**config.mk**
```make
export PLATFORM = sky130hd
export DESIGN_NAME = frame_uart_dumper
export DESIGN_NICKNAME = d
export VERILOG_FILES = /design/src/rtl/frame_uart_dumper.sv
export SDC_FILE = /design/constraint.sdc
export NUM_CORES = 1
export LEC_CHECK = 0
export CORE_MARGIN = 3
export CORE_UTILIZATION = 50
export DETAILED_ROUTE_END_ITERATION = 16
export PLACE_DENSITY = 0.87
export SLEW_MARGIN = 5
export SYNTH_ARGS = -nofsm -noshare
export SYNTH_HDL_FRONTEND = slang
export SYNTH_SLANG_ARGS = --single-unit
```
**constraint.sdc**
```tcl
create_clock -name sys_clk_i -period 2.5 [get_ports sys_clk_i]
set_clock_uncertainty 0.15 [all_clocks]
set_input_delay 0.375 -clock sys_clk_i [delete_from_list [all_inputs] [get_ports sys_clk_i]]
set_output_delay 0.375 -clock sys_clk_i [all_outputs]
set_load 0.01 [all_outputs]
```
**src/rtl/frame_uart_dumper.sv**
```systemverilog
// frame_uart_dumper: walks a COLS x ROWS grid of 32-bit buffer words and
// serialises each word MSB byte first as single-cycle strobes to a uart core.
// Consecutive strobes are spaced by an idle holdoff so the host can resync.
// Optional build macro FRAME_DUMP_HEADER_EN prepends a 4-byte header
// (0xA5, 0x5A, COLS[7:0], ROWS[7:0]) to every frame.
//
// Uart handshake: uart_wr_o is a one-cycle strobe with uart_dat_o stable in
// that cycle; a strobe is only launched from a cycle where uart_busy_i=0,
// no strobe is already out, and the holdoff counter has saturated.
module frame_uart_dumper #(
  parameter int COLS         = 40,
  parameter int ROWS         = 30,
  parameter int HOLDOFF_BITS = 13,
  parameter int READ_LAT     = 1,
  parameter int CONTINUOUS   = 1
) (
  input  logic        sys_clk_i,
  input  logic        sys_rst_i,
  input  logic        start_i,
  output logic [5:0]  read_x,
  output logic [4:0]  read_y,
  input  logic [31:0] read_q,
  output logic [7:0]  uart_dat_o,
  output logic        uart_wr_o,
  input  logic        uart_busy_i,
  output logic        busy_o,
  output logic        done_o,
  output logic [2:0]  dbg_state
);

  typedef enum logic [2:0] {
    IDLE  = 3'd0,
    ADDR  = 3'd1,
    LATCH = 3'd2,
    SEND  = 3'd3,
    NEXT  = 3'd4,
    DONE  = 3'd5
`ifdef FRAME_DUMP_HEADER_EN
    , HDR = 3'd6
`endif
  } state_t;

  localparam logic [5:0] X_LAST   = 6'(COLS - 1);
  localparam logic [4:0] Y_LAST   = 5'(ROWS - 1);
  // READ_LAT is assumed to be at least 1 (registered buffer read).
  localparam logic [3:0] LAT_LAST = 4'(READ_LAT - 1);
`ifdef FRAME_DUMP_HEADER_EN
  localparam logic [31:0] HDR_WORD = {8'hA5, 8'h5A, 8'(COLS), 8'(ROWS)};
`endif

  state_t                  state;
  state_t                  state_next;
  logic [HOLDOFF_BITS-1:0] hold_cnt;
  logic [31:0]             shreg;
  logic [1:0]              byte_idx;
  logic [3:0]              lat_cnt;
  logic                    ready;
  logic                    start_go;
  logic                    last_x;
  logic                    last_y;
  logic                    in_send;

  assign ready     = (&hold_cnt) & ~uart_busy_i & ~uart_wr_o;
  assign start_go  = (CONTINUOUS != 0) || start_i;
  assign last_x    = (read_x == X_LAST);
  assign last_y    = (read_y == Y_LAST);
  assign dbg_state = state;

`ifdef FRAME_DUMP_HEADER_EN
  assign in_send = (state == SEND) || (state == HDR);
`else
  assign in_send = (state == SEND);
`endif

  // State register.
  always_ff @(posedge sys_clk_i) begin
    if (sys_rst_i) state <= IDLE;
    else           state <= state_next;
  end

  // Next-state decode plus the busy/done status flags.
  always_comb begin
    state_next = state;
    busy_o     = 1'b1;
    done_o     = 1'b0;
    case (state)
      IDLE: begin
        busy_o = 1'b0;
        if (start_go) begin
`ifdef FRAME_DUMP_HEADER_EN
          state_next = HDR;
`else
          state_next = ADDR;
`endif
        end
      end
`ifdef FRAME_DUMP_HEADER_EN
      HDR:   if (ready && byte_idx == 2'd3) state_next = ADDR;
`endif
      ADDR:  if (lat_cnt == LAT_LAST) state_next = LATCH;
      LATCH: state_next = SEND;
      SEND:  if (ready && byte_idx == 2'd3) state_next = NEXT;
      NEXT:  state_next = (last_x && last_y) ? DONE : ADDR;
      DONE: begin
        busy_o     = 1'b0;
        done_o     = 1'b1;
        state_next = IDLE;
      end
      default: begin
        busy_o     = 1'b0;
        state_next = IDLE;
      end
    endcase
  end

  // Holdoff counter: restarts on uart activity or our own strobe, saturates.
  always_ff @(posedge sys_clk_i) begin
    if (sys_rst_i)                    hold_cnt <= '0;
    else if (uart_busy_i | uart_wr_o) hold_cnt <= '0;
    else if (!(&hold_cnt))            hold_cnt <= hold_cnt + HOLDOFF_BITS'(1);
  end

  // Address walk, word capture and byte serialisation.
  always_ff @(posedge sys_clk_i) begin
    if (sys_rst_i) begin
      read_x     <= '0;
      read_y     <= '0;
      uart_dat_o <= '0;
      uart_wr_o  <= 1'b0;
      shreg      <= '0;
      byte_idx   <= '0;
      lat_cnt    <= '0;
    end else begin
      uart_wr_o <= 1'b0;
      if (in_send && ready) begin
        uart_wr_o  <= 1'b1;
        uart_dat_o <= shreg[31:24];
        shreg      <= {shreg[23:0], 8'h00};
        byte_idx   <= byte_idx + 2'd1;
      end
      case (state)
        IDLE: begin
          if (start_go) begin
            read_x   <= '0;
            read_y   <= '0;
            byte_idx <= '0;
            lat_cnt  <= '0;
`ifdef FRAME_DUMP_HEADER_EN
            shreg    <= HDR_WORD;
`endif
          end
        end
        ADDR: begin
          if (lat_cnt == LAT_LAST) lat_cnt <= '0;
          else                     lat_cnt <= lat_cnt + 4'd1;
        end
        LATCH: begin
          shreg    <= read_q;
          byte_idx <= '0;
        end
        NEXT: begin
          if (last_x) begin
            read_x <= '0;
            read_y <= last_y ? 5'd0 : read_y + 5'd1;
          end else begin
            read_x <= read_x + 6'd1;
          end
        end
        default: ;
      endcase
    end
  end

endmodule

```
==> summary by stage, run 1 <==
Yosys
In this run, synthesis produced a sequential element count of 74. By area the synthesized netlist is led by dfxtp_1 42%, o21ai_0 6.0%, a311oi_1 5.7%. In this run, distinct cell masters in the synthesized netlist total 52. Synthesis produced a netlist whose cell count is 415. After synthesis, the share of flip-flops with an asynchronous set or reset is 0%.

The number of flops mapped to enable cells by yosys is 0. Summed over its instances, the top area cell type makes up 42.0% of the synthesized netlist area. Counting instances in the post-synthesis netlist gives the leading cell types as 74 x dfxtp_1, 43 x nor2_1, 42 x o21ai_0.

In this run the mean area of a mapped cell was 8.49 um2. Yosys printed 0 warnings. Of all cell types, the one taking the most synthesized area is dfxtp_1.

The cell area that synthesis handed to floorplanning was 3520 um2. The dominant register cell in the synthesized netlist is dfxtp_1. The most instantiated library cell after synthesis is dfxtp_1. The post-synthesis net count is 458. The sequential-to-total area share from yosys stat is 42.0%.

Routing
The first routing iteration left 163 violations. The routed wirelength normalized by instance count is 14.2 um. The total number of vias is 3,236.

The detail route stage leaves a number of antenna-violating nets equal to 0. After detailed routing, the number of remaining DRC violations is 0. The detail-routed via count per cell is 5.81. The final layout contains routed wiring with a total length of 7.92 mm.

The first-pass iteration count of the detailed router is 4.

CTS
The H-tree generated during clock tree synthesis spans 3 levels. For this design, the sink count on the clock tree is 74. The number of gates resized after cts is 0. The buffer cell driving the clock tree root is clkbuf_8. The CTS buffer count is 9. For the worst-skew pair, the clock arrives at the later sink with an insertion delay of 0.35 ns. Clock-pin slew was measured on the worst setup and hold paths at 0.08 ns. TritonCTS built the clock tree. The maximum clock insertion buffer count is 2. Post-CTS timing repair inserted 0 buffers for setup. After clock tree synthesis, the flow added hold-fix buffers numbering 0.

Worst hold path
For hold timing, the worst endpoint is read_x[0]. The worst hold path passes through 2 cells. The worst hold path begins at sys_rst_i. In this run the worst hold path is classified as in -> reg.

Critical path
The critical path class is reg -> out. In this run the worst path has a maximum fanout of 15. STA classifies the critical path startpoint as a flip-flop. The setup slack of the most critical reg-to-reg path is 0.45 ns. The worst register-to-register path begins at dbg_state[2]. At the worst endpoint, the required time is 1.98 ns. The endpoint of the lowest-slack register-to-register path is read_y[2]. The data arrival time at the worst-slack endpoint is 1.82 ns. The kind of end point of the critical path is an output pin. Counting cells, the worst reg-to-reg path comes to 4.

GRT
The number of antenna violations at the first check in global routing is 0. The total global routing overflow is 0. The total routing usage reported by global routing is 19.5%. The via count of the first global-routing pass is 3,070. The first global-routing pass estimated 13.5 mm of wire. The pin count of the biggest net entering global routing is 54.

Timing
Based on the critical path, the design can be clocked at up to 426 MHz. The share of the cycle needed by the critical path after routing is 93.8%. The actual slew at the worst max-slew pin is 0.808 ns.

The total negative slack is 0 ns. The count of final hold-check violations is 0. In this run the tightest slew margin relative to its limit is 45.7%. Setup repair after global routing left no endpoint under its margin. The number of endpoints failing setup at the final stage is 0. The worst hold slack is 0.283 ns. The max-slew violation total from the final report is 0. The clock period could shrink to 2.35 ns.

Power and ir drop
Power spread over the standard cell area amounts to 619 nW/um2. The worst IR drop on VDD is 0.425 mV. The static leakage power is 1.44 nW.

Floorplanning
For this configuration, the core starts out at a cell density of 53.4%. The floorplan step defined a die boundary enclosing 8090 um2. The die outline height is 90.0 um. The cell row count is 29. The overall die width is 90.0 um. In this run the count of I/O pins placed on the die edge is 61.

The core region is 6600 um2.

Finish
The count of nets after finishing is 502. Excluding fillers, the count of instances in the completed layout stands at 557. Compared with the post-synthesis result, the final layout area differs by 23.8%. The share of final-layout standard cells stronger than drive strength 1 is 7.76%. After filler insertion, the fill cell instance count of the layout stands at 575.

0 antenna diodes ended up in the layout. The share of the core filled with cells in the final layout is 66.1%.

Place
The congestion estimate from routability-driven global placement came to 0.844. The wire-length estimate of the detail-placed layout is 5.11 mm. During placement, the flow inserted port buffers numbering 59. In this run, placement finished with an instance count of 541.

Job
The max-cap check violation count is 0.

Run status
The run finished with clean final reports.
## worst max-delay path, stage by stage (launching register included)
cell and delay [ns]:
dfxtp_1 0.66, nor3b_1 0.24, clkdlybuf4s50_1 0.56
## per-layer routing
layer | global-route usage, % | part of all wire [%] | vias to the layer above
li1 | - | - | 1628
met1 | 23.3 | 44 | 1517
met2 | 34.4 | 49 | 81
met3 | 4.92 | 5.5 | 10
met4 | 5.99 | 1.2 | 0
met5 | 0 | 0 | -
## metrics by stage
stage | total power [mW] | worst slack (ns) | area (um2)
after floorplan | 1.56 | 0.715 | 3520
after global placement | 1.68 | 0.361 | 4140
after detailed placement | 1.69 | 0.281 | 4140
after CTS | 2.72 | 0.137 | 4360
after global routing | 2.83 | 0.0407 | 4360
final | 2.70 | 0.154 | 4360
## cells in the final DEF, fill, tap and decap left out, types with 4 or more instances in the layout
master	Yosys	layout
a311oi_1	23	23
clkbuf_8	0	9
nor2_1	43	43
ha_1	7	7
nor3_1	4	4
o211ai_1	9	9
xnor2_1	4	4
dfxtp_1	74	74
nand2b_1	6	6
o21ai_0	42	42
a21oi_1	35	35
buf_4	4	7
and3_1	4	4
a211oi_1	6	6
nand2_1	17	17
nor3b_1	4	4
a31oi_1	6	6
clkdlybuf4s50_1	0	58
nand4_1	6	6
inv_1	5	5
nand3_1	40	40
or3_1	5	5
## cell families after synthesis
| kind of cell | synth area share [%] |
|---|---|
| AND/OR/NAND/NOR | 22.3 |
| AO/OA/AOI/OAI | 25.2 |
| flip-flops | 42.0 |
| buffers and inverters | 5.40 |
| adder cells (fa/ha/maj) | 2.48 |
| XOR/XNOR | 1.49 |
| multiplexers | 1.17 |
## state kept, by name, indices dropped and copies added (netlist names)
signal and cells:
lat_cnt 4, read_y 5, uart_dat_o 8, uart_wr_o 1, dbg_state 3, hold_cnt 13, read_x 6, byte_idx 2
shreg 32
## worst max path at each step
stage            startpoint         to  slack [ns]  cells past startpoint
2_1_floorplan     read_x[0]  read_y[2]        0.72                      5
3_3_place_gp    uart_busy_i   shreg[8]        0.36                      6
3_5_place_dp    uart_busy_i  shreg[18]        0.28                      6
4_1_cts        dbg_state[2]     done_o        0.14                      2
5_1_grt        dbg_state[2]     done_o        0.04                      2
6_report       dbg_state[2]     done_o        0.15                      2
## cell type report
cell class | instances | area [um2] | share of cell area, %
multi-input combinational | 301 | 1860 | 42.6
timing repair buffer | 67 | 658 | 15.1
clock buffer | 9 | 124 | 2.84
sequential | 74 | 1480 | 33.9
inverter | 6 | 22.5 | 0.516
clock inverter | 7 | 103 | 2.35
tap | 93 | 116 | 2.67
## where the power goes
group          switching [mW]  total (mW)  internal [mW]
logic                   0.205       0.370          0.165
clock network           0.461        1.03          0.570
registers              0.0482        1.30           1.25
total                   0.714        2.70           1.99
(Power assumes the default switching activity.)
==> run 2, diff against run 1 <==
- HOLD_SLACK_MARGIN: default -> 0.05
==> results of run 2 <==
The final DEF is identical to that of run 1; final timing and power are the same.
==> run 3, diff against run 2 <==
- GPL_ROUTABILITY_DRIVEN: default -> 0
==> results of run 3 <==
The final DEF is identical to that of run 1; final timing and power are the same.
